--- config.mk ---
export PLATFORM = sky130hd
export DESIGN_NAME = ftdi_fifo_bridge_flat
export DESIGN_NICKNAME = d
export VERILOG_FILES = /design/src/rtl/ftdi_bridge_pkg.sv /design/src/rtl/ftdi_fifo_bridge_if.sv /design/src/rtl/flag_sync.sv /design/src/rtl/ftdi_fifo_bridge.sv /design/src/flat_wrapper.sv
export SDC_FILE = /design/constraint.sdc
export NUM_CORES = 1
export LEC_CHECK = 0
export ABC_CLOCK_PERIOD_IN_PS = 2060
export BUFFER_PORTS_ARGS = -buffer_cell sky130_fd_sc_hd__buf_2
export CORE_ASPECT_RATIO = 0.9
export CORE_MARGIN = 10
export CORE_UTILIZATION = 25
export DETAILED_ROUTE_END_ITERATION = 10
export GPL_ROUTABILITY_DRIVEN = 0
export MAX_ROUTING_LAYER = met4
export PLACE_DENSITY_LB_ADDON = 0.15
export SLEW_MARGIN = 15
export SYNTH_ARGS = -nofsm -noshare
export SYNTH_HDL_FRONTEND = slang
export SYNTH_HIERARCHICAL = 1
export SYNTH_SLANG_ARGS = --single-unit
--- constraint.sdc ---
create_clock -name clk -period 2.06 [get_ports clk]
set_input_delay 0.206 -clock clk [delete_from_list [all_inputs] [get_ports clk]]
set_output_delay 0.206 -clock clk [all_outputs]
set_load 0.01 [all_outputs]
--- src/rtl/ftdi_bridge_pkg.sv ---
// Shared types and default timing for the FT245 asynchronous FIFO bridge.
package ftdi_bridge_pkg;

   // Bridge sequencer states.
   typedef enum logic [2:0] {
      ST_IDLE     = 3'd0,
      ST_RD       = 3'd1,
      ST_WR_SETUP = 3'd2,
      ST_WR       = 3'd3,
      ST_WR_HOLD  = 3'd4,
      ST_RECOVER  = 3'd5
   } bridge_state_e;

   // Default strobe / recovery widths, in clk cycles.
   localparam int unsigned DEF_RD_CYCLES      = 32'd3;
   localparam int unsigned DEF_WR_CYCLES      = 32'd3;
   localparam int unsigned DEF_RECOVER_CYCLES = 32'd4;
   localparam int unsigned DEF_SYNC_STAGES    = 32'd2;

   // Largest of three cycle counts; sizes the shared strobe counter.
   function automatic int unsigned max3(input int unsigned a,
                                        input int unsigned b,
                                        input int unsigned c);
      int unsigned m;
      m = (a > b) ? a : b;
      m = (m > c) ? m : c;
      return m;
   endfunction

endpackage

--- src/rtl/ftdi_fifo_bridge_if.sv ---
// Byte-stream side of the FTDI bridge: RX toward the command engine,
// TX from it. The bridge is the master, the command engine the slave.
interface ftdi_fifo_bridge_if;

   logic [7:0] rx_data;
   logic       rx_valid;
   logic       rx_ready;
   logic [7:0] tx_data;
   logic       tx_valid;
   logic       tx_ready;

   modport master (
      output rx_data,
      output rx_valid,
      input  rx_ready,
      input  tx_data,
      input  tx_valid,
      output tx_ready
   );

   modport slave (
      input  rx_data,
      input  rx_valid,
      output rx_ready,
      output tx_data,
      output tx_valid,
      input  tx_ready
   );

endinterface

--- src/rtl/flag_sync.sv ---
// Multi-stage synchroniser for an active-low FTDI status pin. Flops reset
// to 1 (flag inactive). The active-high flag is asserted only when the last
// two stages both hold 0, so a pin pulse caught by a single clock edge never
// reaches the sequencer, while assertion latency stays at STAGES clocks.
module flag_sync #(
   parameter int unsigned STAGES = 32'd2
) (
   input  logic clk,
   input  logic reset_n,
   input  logic pin_n,
   output logic flag_s
);

   logic [STAGES-1:0] sync_r;

   // Shift the raw pin level through the synchroniser chain.
   always_ff @(posedge clk or negedge reset_n) begin
      if (!reset_n) begin
         sync_r <= {STAGES{1'b1}};
      end else begin
         sync_r <= {sync_r[STAGES-2:0], pin_n};
      end
   end

   assign flag_s = ~(sync_r[STAGES-1] | sync_r[STAGES-2]);

endmodule

--- src/rtl/ftdi_fifo_bridge.sv ---
// FT245-style FIFO pin bridge: synchronises RXF#/TXE#, sequences RD#/WR#
// strobes with programmable widths, arbitrates RX/TX round-robin and holds
// one received byte for the command engine.
module ftdi_fifo_bridge
   import ftdi_bridge_pkg::*;
#(
   parameter int unsigned RD_CYCLES      = DEF_RD_CYCLES,
   parameter int unsigned WR_CYCLES      = DEF_WR_CYCLES,
   parameter int unsigned RECOVER_CYCLES = DEF_RECOVER_CYCLES,
   parameter int unsigned SYNC_STAGES    = DEF_SYNC_STAGES
) (
   input  logic               clk,
   input  logic               reset_n,
   input  logic               rxf_n,
   input  logic               txe_n,
   output logic               rd_n,
   output logic               wr_n,
   input  logic [7:0]         data_i,
   output logic [7:0]         data_o,
   output logic               data_oe,
   ftdi_fifo_bridge_if.master strm
);

   localparam int unsigned CNT_MAX = max3(RD_CYCLES, WR_CYCLES, RECOVER_CYCLES);
   localparam int unsigned CNT_W   = $clog2(CNT_MAX + 32'd1);

   localparam logic [CNT_W-1:0] CNT_ONE  = CNT_W'(32'd1);
   localparam logic [CNT_W-1:0] RD_LOAD  = CNT_W'(RD_CYCLES);
   localparam logic [CNT_W-1:0] WR_LOAD  = CNT_W'(WR_CYCLES);
   localparam logic [CNT_W-1:0] REC_LOAD = CNT_W'(RECOVER_CYCLES);

   logic             rxf_s;
   logic             txe_s;
   bridge_state_e    state_r;
   logic [CNT_W-1:0] cnt_r;
   logic             prefer_rx_r;
   logic             rd_n_r;
   logic             wr_n_r;
   logic             data_oe_r;
   logic [7:0]       data_o_r;
   logic [7:0]       rx_data_r;
   logic             rx_valid_r;
   logic             rx_req_s;
   logic             tx_req_s;
   logic             grant_rx_s;
   logic             grant_tx_s;
   logic             contested_s;

   flag_sync #(.STAGES(SYNC_STAGES)) u_rxf_sync (
      .clk     (clk),
      .reset_n (reset_n),
      .pin_n   (rxf_n),
      .flag_s  (rxf_s)
   );

   flag_sync #(.STAGES(SYNC_STAGES)) u_txe_sync (
      .clk     (clk),
      .reset_n (reset_n),
      .pin_n   (txe_n),
      .flag_s  (txe_s)
   );

   // Request and round-robin grant; requests only exist while idle.
   always_comb begin
      rx_req_s   = 1'b0;
      tx_req_s   = 1'b0;
      grant_rx_s = 1'b0;
      grant_tx_s = 1'b0;
      if (state_r == ST_IDLE) begin
         rx_req_s = rxf_s & ~rx_valid_r;
         tx_req_s = txe_s & strm.tx_valid;
         if (rx_req_s && tx_req_s) begin
            grant_rx_s = prefer_rx_r;
            grant_tx_s = ~prefer_rx_r;
         end else begin
            grant_rx_s = rx_req_s;
            grant_tx_s = tx_req_s;
         end
      end else begin
         rx_req_s   = 1'b0;
         tx_req_s   = 1'b0;
         grant_rx_s = 1'b0;
         grant_tx_s = 1'b0;
      end
   end

   assign contested_s = rx_req_s & tx_req_s;

   // Sequencer: strobes, shared down-counter, arbiter memory, RX holding byte.
   always_ff @(posedge clk or negedge reset_n) begin
      if (!reset_n) begin
         state_r     <= ST_IDLE;
         cnt_r       <= {CNT_W{1'b0}};
         prefer_rx_r <= 1'b1;
         rd_n_r      <= 1'b1;
         wr_n_r      <= 1'b1;
         data_oe_r   <= 1'b0;
         data_o_r    <= 8'h00;
         rx_data_r   <= 8'h00;
         rx_valid_r  <= 1'b0;
      end else begin
         if (rx_valid_r && strm.rx_ready) begin
            rx_valid_r <= 1'b0;
         end
         case (state_r)
            ST_IDLE: begin
               if (contested_s) begin
                  prefer_rx_r <= grant_tx_s;
               end
               if (grant_rx_s) begin
                  state_r <= ST_RD;
                  rd_n_r  <= 1'b0;
                  cnt_r   <= RD_LOAD;
               end else if (grant_tx_s) begin
                  state_r   <= ST_WR_SETUP;
                  data_o_r  <= strm.tx_data;
                  data_oe_r <= 1'b1;
               end
            end
            ST_RD: begin
               if (cnt_r == CNT_ONE) begin
                  rx_data_r  <= data_i;
                  rx_valid_r <= 1'b1;
                  rd_n_r     <= 1'b1;
                  state_r    <= ST_RECOVER;
                  cnt_r      <= REC_LOAD;
               end else begin
                  cnt_r <= cnt_r - CNT_ONE;
               end
            end
            ST_WR_SETUP: begin
               wr_n_r  <= 1'b0;
               state_r <= ST_WR;
               cnt_r   <= WR_LOAD;
            end
            ST_WR: begin
               if (cnt_r == CNT_ONE) begin
                  wr_n_r  <= 1'b1;
                  state_r <= ST_WR_HOLD;
               end else begin
                  cnt_r <= cnt_r - CNT_ONE;
               end
            end
            ST_WR_HOLD: begin
               data_oe_r <= 1'b0;
               state_r   <= ST_RECOVER;
               cnt_r     <= REC_LOAD;
            end
            ST_RECOVER: begin
               if (cnt_r == CNT_ONE) begin
                  state_r <= ST_IDLE;
               end else begin
                  cnt_r <= cnt_r - CNT_ONE;
               end
            end
            default: begin
               state_r   <= ST_IDLE;
               rd_n_r    <= 1'b1;
               wr_n_r    <= 1'b1;
               data_oe_r <= 1'b0;
            end
         endcase
      end
   end

   assign rd_n          = rd_n_r;
   assign wr_n          = wr_n_r;
   assign data_o        = data_o_r;
   assign data_oe       = data_oe_r;
   assign strm.rx_data  = rx_data_r;
   assign strm.rx_valid = rx_valid_r;
   // Same-cycle accept: ready is the IDLE TX grant, which itself depends on tx_valid.
   assign strm.tx_ready = grant_tx_s;

endmodule

--- src/flat_wrapper.sv ---
// flat-port wrapper written by rule: the top's interface ports become plain ports
module ftdi_fifo_bridge_flat import ftdi_bridge_pkg::*;
#(
   parameter int unsigned RD_CYCLES      = DEF_RD_CYCLES,
   parameter int unsigned WR_CYCLES      = DEF_WR_CYCLES,
   parameter int unsigned RECOVER_CYCLES = DEF_RECOVER_CYCLES,
   parameter int unsigned SYNC_STAGES    = DEF_SYNC_STAGES
)
  (clk, reset_n, rxf_n, txe_n, rd_n, wr_n, data_i, data_o, data_oe, strm_rx_data, strm_rx_valid, strm_rx_ready, strm_tx_data, strm_tx_valid, strm_tx_ready);
  ftdi_fifo_bridge_if strm_i ();
  input  logic clk;
  input  logic reset_n;
  input  logic rxf_n;
  input  logic txe_n;
  output logic rd_n;
  output logic wr_n;
  input  logic [7:0] data_i;
  output logic [7:0] data_o;
  output logic data_oe;
  output wire logic [$bits(strm_i.rx_data)-1:0] strm_rx_data;
  output wire logic [$bits(strm_i.rx_valid)-1:0] strm_rx_valid;
  input wire logic [$bits(strm_i.rx_ready)-1:0] strm_rx_ready;
  input wire logic [$bits(strm_i.tx_data)-1:0] strm_tx_data;
  input wire logic [$bits(strm_i.tx_valid)-1:0] strm_tx_valid;
  output wire logic [$bits(strm_i.tx_ready)-1:0] strm_tx_ready;
  assign strm_rx_data = strm_i.rx_data;
  assign strm_rx_valid = strm_i.rx_valid;
  assign strm_i.rx_ready = strm_rx_ready;
  assign strm_i.tx_data = strm_tx_data;
  assign strm_i.tx_valid = strm_tx_valid;
  assign strm_tx_ready = strm_i.tx_ready;
  ftdi_fifo_bridge #(.RD_CYCLES(RD_CYCLES), .WR_CYCLES(WR_CYCLES), .RECOVER_CYCLES(RECOVER_CYCLES), .SYNC_STAGES(SYNC_STAGES)) u_core (.clk(clk), .reset_n(reset_n), .rxf_n(rxf_n), .txe_n(txe_n), .rd_n(rd_n), .wr_n(wr_n), .data_i(data_i), .data_o(data_o), .data_oe(data_oe), .strm(strm_i));
endmodule
# Word level (Yosys, flattened, before mapping)
# Cells that the tools add are included.
# W data, S select, Z words.
[totals]
reg_bits = 31
input_bits = 22
out_inout_bits = 21
elab_cells = 81
[op_classes]
addsub = 1
n_eq_ne = 14
muxes = 26
bitwise = 13
reduce_logical = 16
[ops]
columns = ["operator", "n"]
rows = [
  ["$mux W3", 8],
  ["$pmux W3 S6", 1],
  ["$pmux W3 S5", 1],
  ["$mux W1", 13],
  ["$reduce_and A3 Y1", 4],
  ["$reduce_or A4 Y1", 3],
  ["$ne A2 B1 Y1 const B", 4],
  ["$not A1 Y1", 8],
  ["$eq A3 B1 Y1 const B", 2],
  ["$eq A3 B2 Y1 const B", 2],
  ["$eq A3 B3 Y1 const B", 2],
  ["$ne A2 B2 Y1 const B", 3],
  ["$pmux W1 S3", 2],
  ["$reduce_and A2 Y1", 3],
  ["$reduce_bool A5 Y1", 1],
  ["$reduce_and A4 Y1", 1],
  ["$and A1 B1 Y1", 3],
  ["$logic_not A3 Y1", 1],
  ["$ne A3 B2 Y1 const B", 1],
  ["$sub A3 B1 Y3 const B", 1],
  ["$logic_and A1 B1 Y1", 2],
  ["$or A1 B1 Y1", 2],
  ["$pmux W1 S2", 1],
  ["$reduce_or A2 Y1", 1],
]

# Longest topological paths before layout
# Gate-level depths: netlist of run 1.
[logic_depth]
depth_word = 9
depth_mapped = 7
depth_no_buf = 6

# By module
# Netlist of run 1, hierarchy kept.
[modules_own_cells]
columns = ["module", "n_inst", "cells_per_inst", "area_per_inst_um2", "seq_area_each_um2"]
rows = [
  ["ftdi_fifo_bridge", 1, 107, 1291.2, 679.4],
  ["flag_sync", 2, 3, 56.3, 52.6],
]

# Worst setup path after synthesis of run 1
# Ideal clock, no wire load.
[synth_timing]
kind = "register to register"
start = "register u_core.cnt_r[1]"
end = "register u_core.rx_data_r[0] (netlist: u_core/strm.rx_data[0])"
setup_time_ns = 0.125
arrival_ns = 1.456
t_required_ns = 1.935
setup_slack_ns = 0.479
path_stages_with_launch = 7
n_path_buf = 1
synth_period_minus_slack_ns = 1.581
path_cell_list = "dfrtp_1 > inv_1 > ha_1 > nand3b_1 > or3_1 > buf_6 > mux2_4"
[synth_via]
elab_chain_len = 2
[synth_rtl]
columns = ["element", "line_no", "text"]
rows = [
  ["from (decl)", "ftdi_fifo_bridge.sv:35", "logic [CNT_W-1:0] cnt_r;"],
  ["from (signal assigned)", "ftdi_fifo_bridge.sv:93", "cnt_r <= {CNT_W{1'b0}};"],
  ["from (signal assigned)", "ftdi_fifo_bridge.sv:128", "cnt_r <= cnt_r - CNT_ONE;"],
  ["from (signal assigned)", "ftdi_fifo_bridge.sv:141", "cnt_r <= cnt_r - CNT_ONE;"],
  ["$eq A3 B1 Y1", "ftdi_fifo_bridge.sv:121", "if (cnt_r == CNT_ONE) begin"],
  ["$reduce_and A2 Y1 (no line)", "-", ""],
  ["to (signal assigned)", "ftdi_fifo_bridge.sv:122", "rx_data_r <= data_i;"],
  ["to (decl)", "ftdi_fifo_bridge.sv:41", "logic [7:0] rx_data_r;"],
]
# Every way passes these cells.
# A chain may end at the register's enable or synchronous reset.

# Final worst setup path of run 1
[layout_timing]
start = "register u_core.u_rxf_sync.sync_r[0]"
end = "output port strm_tx_ready"
[layout_via]
elab_chain_len = 6
[layout_rtl]
columns = ["element", "line_no", "text"]
rows = [
  ["from (decl)", "flag_sync.sv:14", "logic [STAGES-1:0] sync_r;"],
  ["from (signal assigned)", "flag_sync.sv:19", "sync_r <= {STAGES{1'b1}};"],
  ["from (signal assigned)", "flag_sync.sv:21", "sync_r <= {sync_r[STAGES-2:0], pin_n};"],
  ["$or A1 B1 Y1", "flag_sync.sv:25", "assign flag_s = ~(sync_r[STAGES-1] | sync_r[STAGES-2]);"],
  ["$not A1 Y1", "flag_sync.sv:25", ""],
  ["named net u_core.rxf_s", "ftdi_fifo_bridge.sv:32", "logic rxf_s;"],
  ["$and A1 B1 Y1", "ftdi_fifo_bridge.sv:70", "rx_req_s = rxf_s & ~rx_valid_r;"],
  ["$logic_and A1 B1 Y1", "ftdi_fifo_bridge.sv:72", "if (rx_req_s && tx_req_s) begin"],
  ["$mux W1", "ftdi_fifo_bridge.sv:72", ""],
  ["$mux W1", "ftdi_fifo_bridge.sv:69", "if (state_r == ST_IDLE) begin"],
  ["to (decl)", "flat_wrapper.sv:25", "output wire logic [$bits(strm_i.tx_ready)-1:0] strm_tx_ready;"],
]
# The timed path passes the listed nets, and every way through them passes these cells.

==> parameters.txt, run 1 <==
Parameter                              Value

Global routing
  Global-route total usage across every layer    under 10%
  Aggregate global routing overflow    0
  Antenna violations before repair    0
  Wire length of the first global-routing pass    5.32 mm
  Maximum number of pins on one net before global-route repair    32
  Number of global-route vias before repair    1099

STA
  Rel. slew slack    between 50% and 60%
  Total count of max-transition violations in the final report    0
  Minimum clock period after layout    1.84 ns
  WHS    0.0205 ns
  Worst clock skew on the final layout    0.00727 ns
  Post-route fraction of the period consumed by the critical path    89.3%
  Highest Clock Rate    about 0.54 GHz
  Final setup vio count    0
  Final number of hold-violating endpoints    0
  Tightest Pin Transition    0.680 ns
  Final sum of negative setup slack    0 ns
  Setup repair after global routing missed its margin    no

Synthesis
  Synth warn    6
  Synth top area share    42.8%
  Cell types occupying the most area after synthesis    sky130_fd_sc_hd__dfrtp_1, sky130_fd_sc_hd__dfstp_2, sky130_fd_sc_hd__mux2_4, sky130_fd_sc_hd__mux2_2, sky130_fd_sc_hd__ha_1
  Synth unique cells    31
  Netlist Area Pre-Place    1400 um^2
  Mapped Cells    113
  Proportion of synthesized chip area in sequential cells    between 50% and 60%
  Cell type with the highest aggregate area in the netlist    sky130_fd_sc_hd__dfrtp_1
  Syn_area_per_cell    12.4 um^2
  Number of synthesized register bits    31
  Number of nets in the synthesized netlist    138

Placed design
  Sum of net half-perimeters after detailed placement    2.42 mm
  Port bufs    42

Clock network
  CTS HTree Levels    2
  Clock edge transition at the registers on the reported setup and hold paths    0.07 ns
  Setup Buffers After CTS    0
  Clock tree buffer depth    2
  Total CTS buffers    5
  CTS tree    built
  Sink Count    31
  Root Driver    sky130_fd_sc_hd__clkbuf_8
  Clock latency on the worst-skew pair    around 0.28 ns

Setup path
  Worst setup path class    reg -> out
  Delay of the slowest cell on the worst path    0.53 ns
  Worst endpoint data arrival time    1.63 ns
  Startpoint kind of the worst setup timing path    register
  Cells along the critical path    nor2_1 -> nor2b_1 -> a21oi_2 -> nand2_2 -> inv_1 -> buf_2
  Maximum fanout along the worst path    9
  Required time worst endpoint    1.85 ns
  Element type at the critical path end    output port
  Cell with the largest stage delay on the worst path    sky130_fd_sc_hd__dfstp_2

Layout
  Net count reported at finish    about 180
  Filler instances    539
  Antenna Diode Count    0
  Share of cells above drive strength 1    between 40% and 50%
  Post-synthesis to final-layout area growth    27.9%

Die
  Effective utilization at floorplan    a little over a quarter
  Vertical die dimension    about 91 um
  Area of the core region    5350 um^2
  Die area    around 9000 um^2
  Standard-cell rows    25
  IO Count    43
  Horizontal die dimension    ~99 um

Power
  Cell Pwr Density    1490 nW/um^2
  Leakage component of the power    about 0.9 nW
  Largest voltage drop on the vdd net    0.526 mV

Route
  DRC errors left    0
  Antenna violation net count after detailed routing    0
  Vias per Instance    4.45
  First-pass detailed-route iteration total    4
  Routed Wire Length    3.11 mm
  Initial DRC Count    21
  Vias    1011
  Average wire length per cell after detail routing    ~14 um

Status
  Status    finished clean

Flow run
  Maxcap violations    0

Worst hold path
  Worst min path class    in -> reg
-- per-stage QoR --
step	std cells	instance area (um^2)	setup WS, ns	power [mW]	utilization, %
2_1_floorplan	113	1400	0.479	1.83	-
4_1_cts	227	1790	0.0544	2.73	33.4
3_3_place_gp	218	1670	0.286	2.15	31.2
5_1_grt	227	1800	0.0879	2.90	33.6
3_5_place_dp	218	1670	0.225	2.18	31.2
6_report	227	1800	0.220	2.68	33.6
-- cells by family (layout without fill, tap and decap cells) --
logic type / Yosys count / count (layout) / share of synthesized area, %
multiplexers: 16 / 16 / 15.0
AND/OR/NAND/NOR: 31 / 31 / 11.9
adder cells (fa/ha/maj): 3 / 3 / 2.67
AO/OA/AOI/OAI: 21 / 21 / 10.3
flip-flops: 31 / 31 / 55.9
XOR/XNOR: 1 / 1 / 0.624
buffers and inverters: 10 / 57 / 3.56
-- cell type report --
class / instances / area (um^2) / area share [%]
clock buffer: 7 / 96.3 / 5.37
clock inverter: 1 / 7.51 / 0.418
inverter: 6 / 22.5 / 1.25
multi-input combinational: 72 / 581 / 32.3
sequential: 31 / 785 / 43.7
tap: 67 / 83.8 / 4.67
timing repair buffer: 43 / 220 / 12.3
-- cells in the mapped netlist, drive strengths merged --
cell     count
nand2        6
nand4        2
xnor2        1
o21ai        5
mux2        16
dfrtp       24
a2111oi      1
nand4b       1
buf          3
inv          6
dfstp        7
nor3         1
ha           3
nor2         8
a21o         1
nand3b       4
clkbuf       1
o21ba        1
or3          2
o22a         3
nor2b        2
a311oi       1
a21boi       1
nand3        1
or4b         1
a41o         1
nand2b       3
a21oi        7
-- layer usage --
metal	global-route usage [%]	wire (um)	part of all wire, %
met5	-	0	0
met4	3.22	49	1.6
met3	3.33	156	5.0
met2	11.6	1490	48
met1	8.22	1410	45
-- worst max-delay path: cells and delay by family, from the launching register on --
family,cells,cell delay (ns)
compound gates,1,0.22
buf+inv,2,0.22
simple gates,3,0.40
flops,1,0.53
-- registers in the layout, summed over array words and instances, names as in the netlist --
signal / flops
u_core/u_txe_sync/sync_r: 2
u_core/u_rxf_sync/sync_r: 2
u_core/wr_n: 1
u_core/strm.rx_valid: 1
u_core/data_oe: 1
u_core/prefer_rx_r: 1
u_core/rd_n: 1
u_core/state_r: 3
u_core/strm.rx_data: 8
u_core/data_o: 8
u_core/cnt_r: 3
-- path summary, 6_finish.rpt --
kind | slack (ns) | end | depth (start not counted) | from
max | 0.22 | strm_tx_ready | 6 | u_core/u_rxf_sync/sync_r[0]$_DFF_PN1_
min | 0.02 | u_core/u_txe_sync/sync_r[0]$_DFF_PN1_ | 1 | txe_n
max reg2reg | 0.22 | u_core/strm.rx_data[1]$_DFFE_PN0P_ | 5 | u_core/cnt_r[1]$_DFFE_PN0P_
min reg2reg | 0.37 | u_core/u_txe_sync/sync_r[1]$_DFF_PN1_ | 0 | u_core/u_txe_sync/sync_r[0]$_DFF_PN1_
max in group asynchronous | 1.11 | u_core/state_r[0]$_DFFE_PN0P_ | 2 | reset_n
min in group asynchronous | 0.50 | u_core/strm.rx_data[0]$_DFFE_PN0P_ | 2 | reset_n
-- power by group --
part / switching (mW) / internal (mW) / total [mW] / leakage [nW]
Combinational: 0.471 / 0.584 / 1.06 / 0.488
Clock: 0.222 / 0.304 / 0.525 / 0.0505
Sequential: 0.215 / 0.883 / 1.10 / 0.364
-- what timing repair did --
item                                    in CTS  in global routing
resized for setup                            1                  2
hold buffers                                 1                  0
endpoints found under the setup margin       1                  1
hold endpoints to repair                    20                  0
-- cells in the final DEF, fill, tap and decap left out, types with 2 or more instances in the layout --
master / Yosys / final
sky130_fd_sc_hd__or3_1: 2 / 2
sky130_fd_sc_hd__nor2b_1: 2 / 2
sky130_fd_sc_hd__o22a_1: 3 / 3
sky130_fd_sc_hd__nor2_1: 8 / 8
sky130_fd_sc_hd__dfstp_2: 7 / 7
sky130_fd_sc_hd__ha_1: 3 / 3
sky130_fd_sc_hd__nand4_1: 2 / 2
sky130_fd_sc_hd__o21ai_0: 5 / 5
sky130_fd_sc_hd__dfrtp_1: 24 / 24
sky130_fd_sc_hd__nand2_1: 6 / 5
sky130_fd_sc_hd__mux2_2: 8 / 8
sky130_fd_sc_hd__nand3b_1: 4 / 4
sky130_fd_sc_hd__clkbuf_8: 0 / 7
sky130_fd_sc_hd__a21oi_1: 7 / 6
sky130_fd_sc_hd__inv_1: 6 / 6
sky130_fd_sc_hd__buf_2: 1 / 42
sky130_fd_sc_hd__nand2b_1: 3 / 3
sky130_fd_sc_hd__mux2_4: 8 / 8
Power figures use the tool's default switching activity.
==> run 2, diff against run 1 <==
- ABC_CLOCK_PERIOD_IN_PS: 2060 -> 2000
- PLACE_DENSITY: default -> 0.45
- PLACE_DENSITY_LB_ADDON: 0.15 -> default
- SLEW_MARGIN: 15 -> 5
- clock period: 2.06 -> 2 ns (I/O delays scaled with it)
==> parameters.txt, run 2 (synthesis results as in run 1) <==
Parameter                              Value

Global routing
  Maximum number of pins on one net before global-route repair    32 (unchanged)
  Global-route total usage across every layer    7.76% (+0.24 points)
  Wire length of the first global-routing pass    5.51 mm (+3.5%)
  Number of global-route vias before repair    1177 (+7.1%)
  Aggregate global routing overflow    0 (unchanged)
  Antenna violations before repair    0 (unchanged)

STA
  Post-route fraction of the period consumed by the critical path    between 90% and 100%
  Worst clock skew on the final layout    0.00592 ns (-0.00135 ns)
  Final sum of negative setup slack    0 ns (unchanged)
  Tightest Pin Transition    0.708 ns (+0.0286 ns)
  Total count of max-transition violations in the final report    0 (unchanged)
  Worst Slack Setup Final    0.127 ns (-0.0935 ns)
  Highest Clock Rate    about 0.53 GHz
  Rel. slew slack    52.8% (-1.9 points)
  Final number of hold-violating endpoints    0 (unchanged)
  Final setup vio count    0 (unchanged)
  Minimum clock period after layout    1.87 ns
  Setup repair after global routing missed its margin    no

Layout
  Most frequent cells in the layout    sky130_fd_sc_hd__buf_2, sky130_fd_sc_hd__dfrtp_1, sky130_fd_sc_hd__mux2_4, sky130_fd_sc_hd__nor2_1, sky130_fd_sc_hd__mux2_2
  Share of cells above drive strength 1    49.1% (+0.34 points)
  Post-synthesis to final-layout area growth    31.6%
  Final non-filler cell total    232 (+2.2%)
  Net count reported at finish    189 (+2.7%)
  Antenna Diode Count    0 (unchanged)
  Most common library cell in the layout ignoring fill and taps    sky130_fd_sc_hd__buf_2
  Core Util, Final    34.5% (+0.96 points)
  Filler instances    539 (unchanged)

Route
  DRC errors left    0 (unchanged)
  Initial DRC Count    50 (+140%)
  First-pass detailed-route iteration total    4 (unchanged)
  Average wire length per cell after detail routing    14.0 um (+2.1%)
  Vias per Instance    4.55 (+2.1%)
  Routed Wire Length    3.24 mm (+4.3%)
  Antenna violation net count after detailed routing    0 (unchanged)
  Vias    1055 (+4.4%)

Placed design
  Port bufs    42 (unchanged)
  Setup slack at placement    0.151 ns (-0.0743 ns)
  Sum of net half-perimeters after detailed placement    2.44 mm (+1.0%)
  Cell count after placement    221 (+1.4%)

Die
  Horizontal die dimension    99.0 um (unchanged)
  Effective utilization at floorplan    26.2% (unchanged)
  Standard-cell rows    25 (unchanged)
  Vertical die dimension    91.1 um (unchanged)
  Die area    9020 um^2 (unchanged)
  Area of the core region    5350 um^2 (unchanged)
  IO Count    43 (unchanged)

Clock network
  Sink Count    31 (unchanged)
  Root Driver    sky130_fd_sc_hd__clkbuf_8
  CTS HTree Levels    2 (unchanged)
  CTS tree    built
  Clock latency on the worst-skew pair    0.28 ns (about the same)
  Clock tree buffer depth    2 (unchanged)
  Clock edge transition at the registers on the reported setup and hold paths    0.07 ns (about the same)
  Total CTS buffers    5 (unchanged)

Setup path
  Worst endpoint data arrival time    2.04 ns (+0.41 ns)
  Required time worst endpoint    2.17 ns (+0.32 ns)
  Element type at the critical path end    register
  Startpoint kind of the worst setup timing path    register
  Worst setup path class    reg -> reg
  Register-to-register path setup slack    0.13 ns (-0.09 ns)
  Maximum fanout along the worst path    10 (+1)

Worst hold path
  Worst min path class    in -> reg

Power
  Clock power share    21.3% (+1.7 points)
  Seq pwr share    38.4% (-2.6 points)
  Relative contribution of combinational cells to total power    40.3% (+0.9 points)
  Internal Dissipation    1.91 mW (+8.0%)
  Sw frac    33.9% (about the same)
  Leakage component of the power    0.933 nW (+3.4%)
  Switching power    0.980 mW (+7.9%)
  Cell Pwr Density    1570 nW/um^2 (+5.0%)
  Largest voltage drop on the vdd net    0.562 mV (+6.8%)

Flow run
  Maxcap violations    0 (unchanged)

Status
  Status    finished clean
[run 2: worst max-delay path, stage by stage (launching register included)]
cell and delay [ns]:
sky130_fd_sc_hd__dfrtp_1 0.38, sky130_fd_sc_hd__inv_1 0.08, sky130_fd_sc_hd__ha_1 0.21, sky130_fd_sc_hd__nand3b_1 0.11, sky130_fd_sc_hd__or3_1 0.58, sky130_fd_sc_hd__mux2_4 0.39
[run 2: path summary, 6_finish.rpt]
kind | from | depth (start not counted) | end
worst max-delay path | u_core/cnt_r[1]$_DFFE_PN0P_ | 5 | u_core/strm.rx_data[4]$_DFFE_PN0P_
worst min-delay path | strm_rx_ready | 2 | u_core/strm.rx_valid$_DFF_PN0_
worst max register to register | u_core/cnt_r[1]$_DFFE_PN0P_ | 5 | u_core/strm.rx_data[4]$_DFFE_PN0P_
worst min register to register | u_core/u_rxf_sync/sync_r[0]$_DFF_PN1_ | 0 | u_core/u_rxf_sync/sync_r[1]$_DFF_PN1_
max in group asynchronous | reset_n | 2 | u_core/data_o[1]$_DFFE_PN0P_
min in group asynchronous | reset_n | 2 | u_core/strm.rx_data[5]$_DFFE_PN0P_
[run 2: power groups by stage]
stage	registers (mW)	logic [mW]	clock network, mW
after floorplan	1.16	0.733	0
after global placement	1.10	1.14	0
after detailed placement	1.11	1.18	0
after CTS	1.11	1.19	0.637
after global routing	1.15	1.30	0.660
final	1.11	1.17	0.616
[run 2: what timing repair did]
action                                 4_1_cts  5_1_grt
resized for setup                            2        1
hold buffers                                 2        1
setup endpoints to repair                    1        1
endpoints found under the hold margin       25        1
setup buffers                                0        0
gates cloned                                 0        0
pin swaps                                    0        0
[run 2: layout make-up]
class	count	area, um^2	area share [%]
sequential	31	785	42.5
multi-input combinational	72	581	31.4
timing repair buffer	48	263	14.2
tap	67	83.8	4.54
clock buffer	5	68.8	3.73
clock inverter	3	43.8	2.37
inverter	6	22.5	1.22
[run 2: stage by stage]
step	power [mW]	area (um^2)	hold WS (ns)
floorplan	1.89	1400	-0.0956
global placement	2.25	1690	0.283
detailed placement	2.28	1690	0.299
CTS	2.94	1830	0.00184
global route	3.11	1850	0.103
finish	2.89	1850	0.0970
[run 2: metal layers]
metal | routed length [um] | vias to the layer above | GRT usage [%]
met1 | 1520 | 520 | 8.75
met4 | 41 | 0 | 2.51
li1 | - | 497 | -
met5 | 0 | - | -
met3 | 217 | 7 | 4.24
met2 | 1470 | 31 | 11.4
